<file path="config.mk">
export PLATFORM = sky130hd
export DESIGN_NAME = xilly_fifo_wr_arbiter
export DESIGN_NICKNAME = d
export VERILOG_FILES = /design/src/rtl/xilly_fifo_wr_arbiter.sv
export SDC_FILE = /design/constraint.sdc
export NUM_CORES = 1
export LEC_CHECK = 0
export CAP_MARGIN = 15
export CORE_ASPECT_RATIO = 0.75
export CORE_MARGIN = 5
export CORE_UTILIZATION = 39
export CTS_BUF_LIST = sky130_fd_sc_hd__clkbuf_4 sky130_fd_sc_hd__clkbuf_8 sky130_fd_sc_hd__clkbuf_16
export CTS_CLUSTER_DIAMETER = 150
export DETAILED_ROUTE_END_ITERATION = 8
export PLACE_DENSITY_LB_ADDON = 0.12
export SYNTH_ARGS = -nofsm -noshare
export SYNTH_HDL_FRONTEND = slang
export SYNTH_SLANG_ARGS = --single-unit
</file>
<file path="constraint.sdc">
create_clock -name clk -period 3 [get_ports clk]
set_input_delay 0.3 -clock clk [delete_from_list [all_inputs] [get_ports clk]]
set_output_delay 0.3 -clock clk [all_outputs]
set_load 0.05 [all_outputs]
</file>
<file path="src/rtl/xilly_fifo_wr_arbiter.sv">
// Round-robin arbiter that shares one FIFO write port among NUM_REQ producers.
// An owner keeps the port until its burst ends, it pauses, or it reaches MAX_BURST words.
module xilly_fifo_wr_arbiter #(
    parameter int NUM_REQ   = 4,
    parameter int DATA_W    = 32,
    parameter int MAX_BURST = 16
) (
    input  logic                      clk,
    input  logic                      rst,
    input  logic [NUM_REQ-1:0]        req_valid,
    input  logic [NUM_REQ-1:0]        req_last,
    input  logic [NUM_REQ*DATA_W-1:0] req_data,
    output logic [NUM_REQ-1:0]        req_ready,
    output logic [DATA_W-1:0]         fifo_din,
    output logic                      fifo_wr_en,
    input  logic                      fifo_full,
    output logic [NUM_REQ-1:0]        grant,
    output logic                      busy,
    output logic [31:0]               word_count
);

    localparam int                PTR_W     = $clog2(NUM_REQ);
    localparam logic [7:0]        BURST_CAP = 8'(MAX_BURST);
    localparam logic [PTR_W-1:0]  PTR_RST   = PTR_W'(NUM_REQ - 1);

    typedef enum logic {
        S_IDLE  = 1'b0,
        S_BURST = 1'b1
    } state_t;

    state_t             state_q, state_d;
    logic [NUM_REQ-1:0] grant_q, grant_d;
    logic [PTR_W-1:0]   last_ptr_q, last_ptr_d;
    logic [7:0]         burst_cnt_q, burst_cnt_d;
    logic [31:0]        word_count_q, word_count_d;

    logic               owner_valid;
    logic               owner_last;
    logic               xfer;
    logic [7:0]         burst_cnt_inc;
    logic               pick_vld;
    logic [PTR_W-1:0]   pick_idx;
    logic [PTR_W-1:0]   cand;

    // Owner-side view of the request bus, selected by the one-hot grant
    always_comb begin
        owner_valid = |(req_valid & grant_q);
        owner_last  = |(req_last & grant_q);
        fifo_din    = '0;
        for (int i = 0; i < NUM_REQ; i++) begin
            if (grant_q[i]) begin
                fifo_din = req_data[i*DATA_W +: DATA_W];
            end
        end
    end

    // Reset forces the handshake quiet even before the state register clears
    always_comb begin
        xfer       = (state_q == S_BURST) && owner_valid && !fifo_full && rst;
        fifo_wr_en = xfer;
        req_ready  = '0;
        if ((state_q == S_BURST) && !fifo_full && rst) begin
            req_ready = grant_q;
        end
    end

    // Round-robin search starting just above the previous owner
    always_comb begin
        pick_vld = 1'b0;
        pick_idx = '0;
        cand     = '0;
        for (int k = 0; k < NUM_REQ; k++) begin
            cand = PTR_W'((int'(last_ptr_q) + 1 + k) % NUM_REQ);
            if (!pick_vld && req_valid[cand]) begin
                pick_vld = 1'b1;
                pick_idx = cand;
            end
        end
    end

    assign burst_cnt_inc = burst_cnt_q + 8'd1;

    always_comb begin
        state_d      = state_q;
        grant_d      = grant_q;
        last_ptr_d   = last_ptr_q;
        burst_cnt_d  = burst_cnt_q;
        word_count_d = word_count_q;
        unique case (state_q)
            S_IDLE: begin
                if (pick_vld) begin
                    state_d     = S_BURST;
                    grant_d     = NUM_REQ'(1) << pick_idx;
                    last_ptr_d  = pick_idx;
                    burst_cnt_d = 8'd0;
                end
            end
            S_BURST: begin
                // A full FIFO freezes the burst entirely: no transfer, no release
                if (!fifo_full) begin
                    if (!owner_valid) begin
                        state_d = S_IDLE;
                        grant_d = '0;
                    end else begin
                        burst_cnt_d  = burst_cnt_inc;
                        word_count_d = word_count_q + 32'd1;
                        if (owner_last || (burst_cnt_inc == BURST_CAP)) begin
                            state_d = S_IDLE;
                            grant_d = '0;
                        end
                    end
                end
            end
            default: begin
                state_d = S_IDLE;
                grant_d = '0;
            end
        endcase
    end

    always_ff @(posedge clk) begin
        if (!rst) begin
            state_q      <= S_IDLE;
            grant_q      <= '0;
            last_ptr_q   <= PTR_RST;
            burst_cnt_q  <= 8'd0;
            word_count_q <= 32'd0;
        end else begin
            state_q      <= state_d;
            grant_q      <= grant_d;
            last_ptr_q   <= last_ptr_d;
            burst_cnt_q  <= burst_cnt_d;
            word_count_q <= word_count_d;
        end
    end

    assign grant      = grant_q;
    assign busy       = (state_q == S_BURST);
    assign word_count = word_count_q;

endmodule

</file>
==> results.json, run 1 <==
{
  "dpl.hpwl_mm": 10.5,
  "post_cts_resized": 0,
  "p_leak_uw": 0.00208,
  "fp.dieH_um": 88.7,
  "cts-root-buf": "clkbuf_8",
  "avgSynthCellArea_um2": 7.31,
  "synth_xor_area_frac": 0.0625,
  "maxClockFrequency_ghz": 0.415,
  "place.gp.congestion": 0.865,
  "core_um2": 7990,
  "io_buffers": 212,
  "slew_violations": 0,
  "cp-endpoint": "fifo_din[0]",
  "p_total_uw": 2040,
  "drive_gt1_frac": 0.109,
  "via_per_inst": 5.50,
  "whs_ns": 0.496,
  "end_kind": "output pin",
  "wl_per_cell_um": 17.7,
  "synth-compound-area-share": 0.283,
  "worstHoldStart": "burst_cnt_q[7]$_SDFFE_PN0P_",
  "layout_commonest_cell": "clkdlybuf4s50_1",
  "antennaDiodeCount": 0,
  "placed_area_um2": 5400,
  "critPathLaunch": "grant[1]$_SDFFE_PN0P_",
  "cts_tree": "done",
  "grt_pass1_wl_mm": 20.4,
  "dieArea_um2": 10200,
  "arrival_ns": 2.11,
  "finalNetCount": 785,
  "synth_nets": 582,
  "cts_sinks": 47,
  "cp-start-kind": "register",
  "worstSkewPairLatency_ns": 0.30,
  "status": "finished, final reports clean",
  "cts_buffers": 5,
  "ys_ff_latch": 47,
  "drtIter0Drc": 389,
  "synth_top_family_by_area": "simple AND/OR/NAND/NOR gates",
  "maxCapViolCount": 0,
  "rows": 28,
  "reg2reg_slack_ns": 0.93,
  "slew-limit-headroom": 0.526,
  "rsz0062_at_grt": "no",
  "cts_buffer_depth": 2,
  "synth_cell_types": 47,
  "finalSetupTns_ns": 0,
  "syn-cell-area_um2": 3220,
  "ir_drop_v": 0.000188,
  "synth_mux_area_frac": 0.0186,
  "grt_usage": 0.250,
  "initial_utilization": 0.404,
  "die_w_um": 115,
  "required_ns": 2.70,
  "min_period_over_period": 0.804,
  "synthFlopType": "dfxtp_1",
  "tightest_slew_ns": 0.706,
  "r2r_end": "word_count[31]$_SDFFE_PN0P_",
  "io_pins": 213,
  "grt_max_degree": 39,
  "clk_transition_reported_paths_ns": 0.08,
  "hold_violations": 0,
  "min_path_type": "register to register",
  "antenna_found_initial": 0,
  "reg2reg_depth": 5,
  "vias": 4124,
  "path_max_fanout": 26,
  "path_class": "register to output pin",
  "cts_setup_buffers": 0,
  "min_period_ns": 2.41,
  "finalSetupViolations": 0,
  "firstDrtPassIters": 4,
  "synth-edff-count": 0,
  "async_flop_share": 0,
  "wl_mm": 13.3,
  "utilization": 0.691,
  "synth_cells": 441,
  "yosys.area_share.simple": 0.291,
  "timing.rr.start": "word_count[10]$_SDFFE_PN0P_",
  "final_cell_area_um2": 5520,
  "yosys_warnings": 0,
  "power_density_nw_per_um2": 370,
  "layout_common_cells": "clkdlybuf4s50_1, o21ai_0, nand2_1",
  "grt_pass1_vias": 3742,
  "overflow": 0,
  "fin_skew_ns": 0.00625,
  "cts_hold_buffers": 0,
  "ant_nets": 0,
  "drc": 0,
  "yosysSeqAreaShare": 0.292,
  "area_delta_synth_final_pct": 71.2,
  "synthAdderAreaFrac": 0.00776,
  "htreeDepth": 2
}
-- through the flow --
| step | worst slack, ns | cells |
|---|---|---|
| 3_5_place_dp | 0.687 | 742 |
| 4_1_cts | 0.600 | 750 |
| 6_report | 0.588 | 750 |
| 5_1_grt | 0.448 | 750 |
| 2_1_floorplan | 0.0453 | 441 |
| 3_3_place_gp | 0.759 | 742 |
-- synthesized netlist by cell type, types with 2 or more instances --
cell | number | area [um^2]
a21oi_1 | 12 | 60.1
a211oi_1 | 2 | 15.0
nand4_1 | 20 | 125
and3b_1 | 2 | 17.5
xnor2_1 | 7 | 61.3
clkbuf_1 | 24 | 90.1
or3_1 | 5 | 31.3
a21o_1 | 2 | 15.0
ha_1 | 2 | 25.0
buf_2 | 5 | 25.0
nor4_4 | 2 | 42.5
nor3_1 | 4 | 20.0
a22oi_1 | 2 | 15.0
o21bai_1 | 2 | 15.0
inv_1 | 7 | 26.3
o22ai_1 | 2 | 12.5
nand4_2 | 2 | 25.0
a221o_1 | 32 | 320
nand2b_1 | 9 | 56.3
a22o_1 | 2 | 17.5
nor4_1 | 4 | 25.0
and3_1 | 4 | 25.0
and2_1 | 2 | 12.5
nor2_1 | 50 | 188
nand2_1 | 60 | 225
nand3_1 | 17 | 85.1
xor2_1 | 16 | 140
dfxtp_1 | 47 | 941
o21ai_0 | 71 | 355
a31oi_1 | 3 | 18.8
mux2i_1 | 6 | 60.1
-- how the worst min path moves through the flow --
stage	endpoint	slack, ns	cells after the start
2_1_floorplan	burst_cnt_q[7]$_SDFFE_PN0P_	0.44	1
3_3_place_gp	burst_cnt_q[7]$_SDFFE_PN0P_	0.46	1
3_5_place_dp	word_count[31]$_SDFFE_PN0P_	0.49	2
4_1_cts	word_count[31]$_SDFFE_PN0P_	0.51	2
5_1_grt	burst_cnt_q[7]$_SDFFE_PN0P_	0.54	1
6_report	burst_cnt_q[7]$_SDFFE_PN0P_	0.50	1
-- sequential cells by signal (all words and copies together) (netlist names) --
signal       cells
word_count      32
burst_cnt_q      8
grant            4
last_ptr_q       2
busy             1
-- power by group --
part	leakage (uW)	internal [uW]	switching (uW)
Sequential	0.000380	633	19.8
Clock	0.0000612	270	210
Combinational	0.00164	376	532
-- final cells by class --
cell class                 count  area, um^2
clock buffer                   6        82.6
clock inverter                 2        35.0
fill                         687        2470
inverter                       8        30.0
multi-input combinational    357        2140
sequential                    47         942
tap                          105         131
timing repair buffer         225        2150
-- worst max-delay path: stages (launching register included) --
cell and delay, ns:
dfxtp_1 0.63, buf_4 0.40, a221o_1 0.21, o21ai_0 0.07, o21ai_0 0.25, buf_4 0.25
-- cells by family (layout without fill, tap and decap cells) --
| kind of cell | after synthesis | count (layout) |
|---|---|---|
| and+or+nand+nor | 188 | 188 |
| AOI/OAI and AO/OA | 138 | 138 |
| DFF | 47 | 47 |
| buffers and inverters | 37 | 241 |
| xor gates and xnor gates | 23 | 23 |
| muxes | 6 | 6 |
| adders and majority gates | 2 | 2 |
-- per-layer routing --
metal,global-route usage,vias to the layer above,share of wire
li1,-,2033,-
met1,0.324,1923,0.43
met2,0.425,150,0.48
met3,0.0547,18,0.066
met4,0.0586,0,0.015
met5,0,-,0
No activity file was read; power rests on OpenSTA's default activity.
==> run 2: changes to the inputs <==
--- a/config.mk
+++ b/config.mk
@@ -8,7 +8,7 @@
 export CAP_MARGIN = 15
 export CORE_ASPECT_RATIO = 0.75
 export CORE_MARGIN = 5
-export CORE_UTILIZATION = 39
+export CORE_UTILIZATION = 33
 export CTS_BUF_LIST = sky130_fd_sc_hd__clkbuf_4 sky130_fd_sc_hd__clkbuf_8 sky130_fd_sc_hd__clkbuf_16
 export CTS_CLUSTER_DIAMETER = 150
 export DETAILED_ROUTE_END_ITERATION = 8
==> constraint.sdc (replaced) <==
create_clock -name clk -period 2 [get_ports clk]
set_input_delay 0.2 -clock clk [delete_from_list [all_inputs] [get_ports clk]]
set_output_delay 0.2 -clock clk [all_outputs]
set_load 0.05 [all_outputs]
==> results.json, run 2 (synthesized netlist as in run 1, its figures left out) <==
{
  "clk_transition_reported_paths_ns": 0.07,
  "overflow": 0,
  "htreeDepth": 2,
  "p_sw_frac": 0.377,
  "arrival_ns": 1.75,
  "fp.dieH_um": 95.6,
  "seq_area_um2": 966,
  "firstDrtPassIters": 5,
  "min_period_over_period": 0.974,
  "antenna_found_initial": 0,
  "grt_usage": 0.223,
  "required_ns": 1.80,
  "worstSkewPairLatency_ns": 0.29,
  "dpl.hpwl_mm": 10.9,
  "pwr-share-comb": 0.492,
  "n_fill_cell": 833,
  "wl_mm": 13.9,
  "status": "finished, final reports clean",
  "crit_path_max_incr_delay_ns": 0.36,
  "hold_violations": 0,
  "grt_pass1_vias": 4215,
  "end_kind": "output pin",
  "whs_ns": 0.485,
  "switching_power_uw": 1330,
  "drc": 0,
  "slew-limit-headroom": 0.596,
  "core_um2": 9580,
  "crit_chain": "inv_2 -> nor2_4 -> buf_12 -> a221o_1 -> o21ai_0 -> o21ai_4 -> buf_6",
  "ant_nets": 0,
  "p_int_uw": 2200,
  "preCtsSetupSlack_ns": -0.107,
  "tightest_slew_ns": 0.602,
  "cts_buffer_depth": 2,
  "cts_tree": "done",
  "layout_common_cells": "clkdlybuf4s50_1, nand2_1, nor2_1",
  "maxClockFrequency_ghz": 0.514,
  "path_class": "register to output pin",
  "cts_sinks": 47,
  "via_per_inst": 5.39,
  "cts_hold_buffers": 0,
  "cp_slowest_cell": "dfxtp_4",
  "io_buffers": 212,
  "setup_slack_ns": 0.0529,
  "area_delta_synth_final_pct": 97.9,
  "power_frac_seq": 0.276,
  "drtIter0Drc": 257,
  "cp-start-kind": "register",
  "finalNetCount": 810,
  "fin_skew_ns": 0.00523,
  "dieArea_um2": 11900,
  "slew_violations": 0,
  "power_density_nw_per_um2": 555,
  "p_total_uw": 3540,
  "multi_input_comb_area_um2": 2500,
  "reg2reg_slack_ns": 0.16,
  "largest_reg_flops": 32,
  "layout_commonest_cell": "clkdlybuf4s50_1",
  "grt_max_degree": 47,
  "drive_gt1_frac": 0.221,
  "initial_utilization": 0.336,
  "min_path_type": "register to register",
  "wl_per_cell_um": 17.4,
  "p_leak_uw": 0.00238,
  "antennaDiodeCount": 0,
  "io_pins": 213,
  "path_max_fanout": 16,
  "maxCapViolCount": 0,
  "ir_drop_v": 0.000307,
  "rsz0062_at_grt": "yes",
  "finalSetupViolations": 0,
  "rows": 31,
  "cts_buffers": 5,
  "die_w_um": 124,
  "cts-root-buf": "clkbuf_16",
  "vias": 4326,
  "min_period_ns": 1.95,
  "grt_pass1_wl_mm": 21.1,
  "place.gp.congestion": 0.869,
  "p_clk_frac": 0.233
}
run 2: changes by cell type in the layout (fill, tap and decap cells not counted), sizes merged:
cell / change
inv: +1
buf: +27
bufinv: -1
clkinv: +1
clkdlybuf4s50: -3
run 2: routing by layer:
layer	up-vias	GRT usage	share of wire
li1	2086	-	-
met1	2053	0.265	0.40
met2	159	0.396	0.50
met3	28	0.0593	0.077
met4	0	0.0638	0.025
met5	-	0	0
run 2: power groups by stage:
stage | Clock (uW) | Combinational [uW] | Sequential [uW]
floorplan | 0 | 934 | 1020
global placement | 0 | 1590 | 997
detailed placement | 0 | 1610 | 998
CTS | 834 | 1700 | 977
global route | 877 | 1830 | 978
finish | 824 | 1740 | 976
run 2: final cells by class:
type / instances / share of cell area
inverter: 8 / 0.00471
tap: 132 / 0.0259
multi-input combinational: 357 / 0.392
clock inverter: 3 / 0.00294
sequential: 47 / 0.151
timing repair buffer: 250 / 0.403
clock buffer: 5 / 0.0196
run 2: final timing paths:
kind | endpoint | from | depth (start not counted)
worst min-delay path | burst_cnt_q[7]$_SDFFE_PN0P_ | burst_cnt_q[7]$_SDFFE_PN0P_ | 1
worst min register to register | burst_cnt_q[7]$_SDFFE_PN0P_ | burst_cnt_q[7]$_SDFFE_PN0P_ | 1
worst max register to register | word_count[31]$_SDFFE_PN0P_ | word_count[17]$_SDFFE_PN0P_ | 5
worst max-delay path | fifo_din[10] | grant[0]$_SDFFE_PN0P_ | 7
run 2: timing repair:
action / 4_1_cts / 5_1_grt
pin swaps: 1 / 2
endpoints found under the setup margin: 8 / 21
resized for setup: 22 / 20
setup buffers: 0 / 2
cloned: 1 / 1
run 2: metrics by stage:
stage          setup TNS [ns]  std cells   util  instance area (um^2)
2_1_floorplan               0        441      -                  3600
3_3_place_gp           -0.229        790  0.632                  6060
3_5_place_dp           -0.426        790  0.632                  6060
4_1_cts               -0.0690        799  0.659                  6310
5_1_grt               -0.0288        802  0.666                  6380
6_report                    0        802  0.666                  6380
run 2: critical path: cells and delay by family (launching register included):
| kind | cells | cell delay (ns) |
|---|---|---|
| and+or+nand+nor | 1 | 0.20 |
| AOI/OAI and AO/OA | 3 | 0.49 |
| DFF | 1 | 0.36 |
| buffers and inverters | 3 | 0.41 |
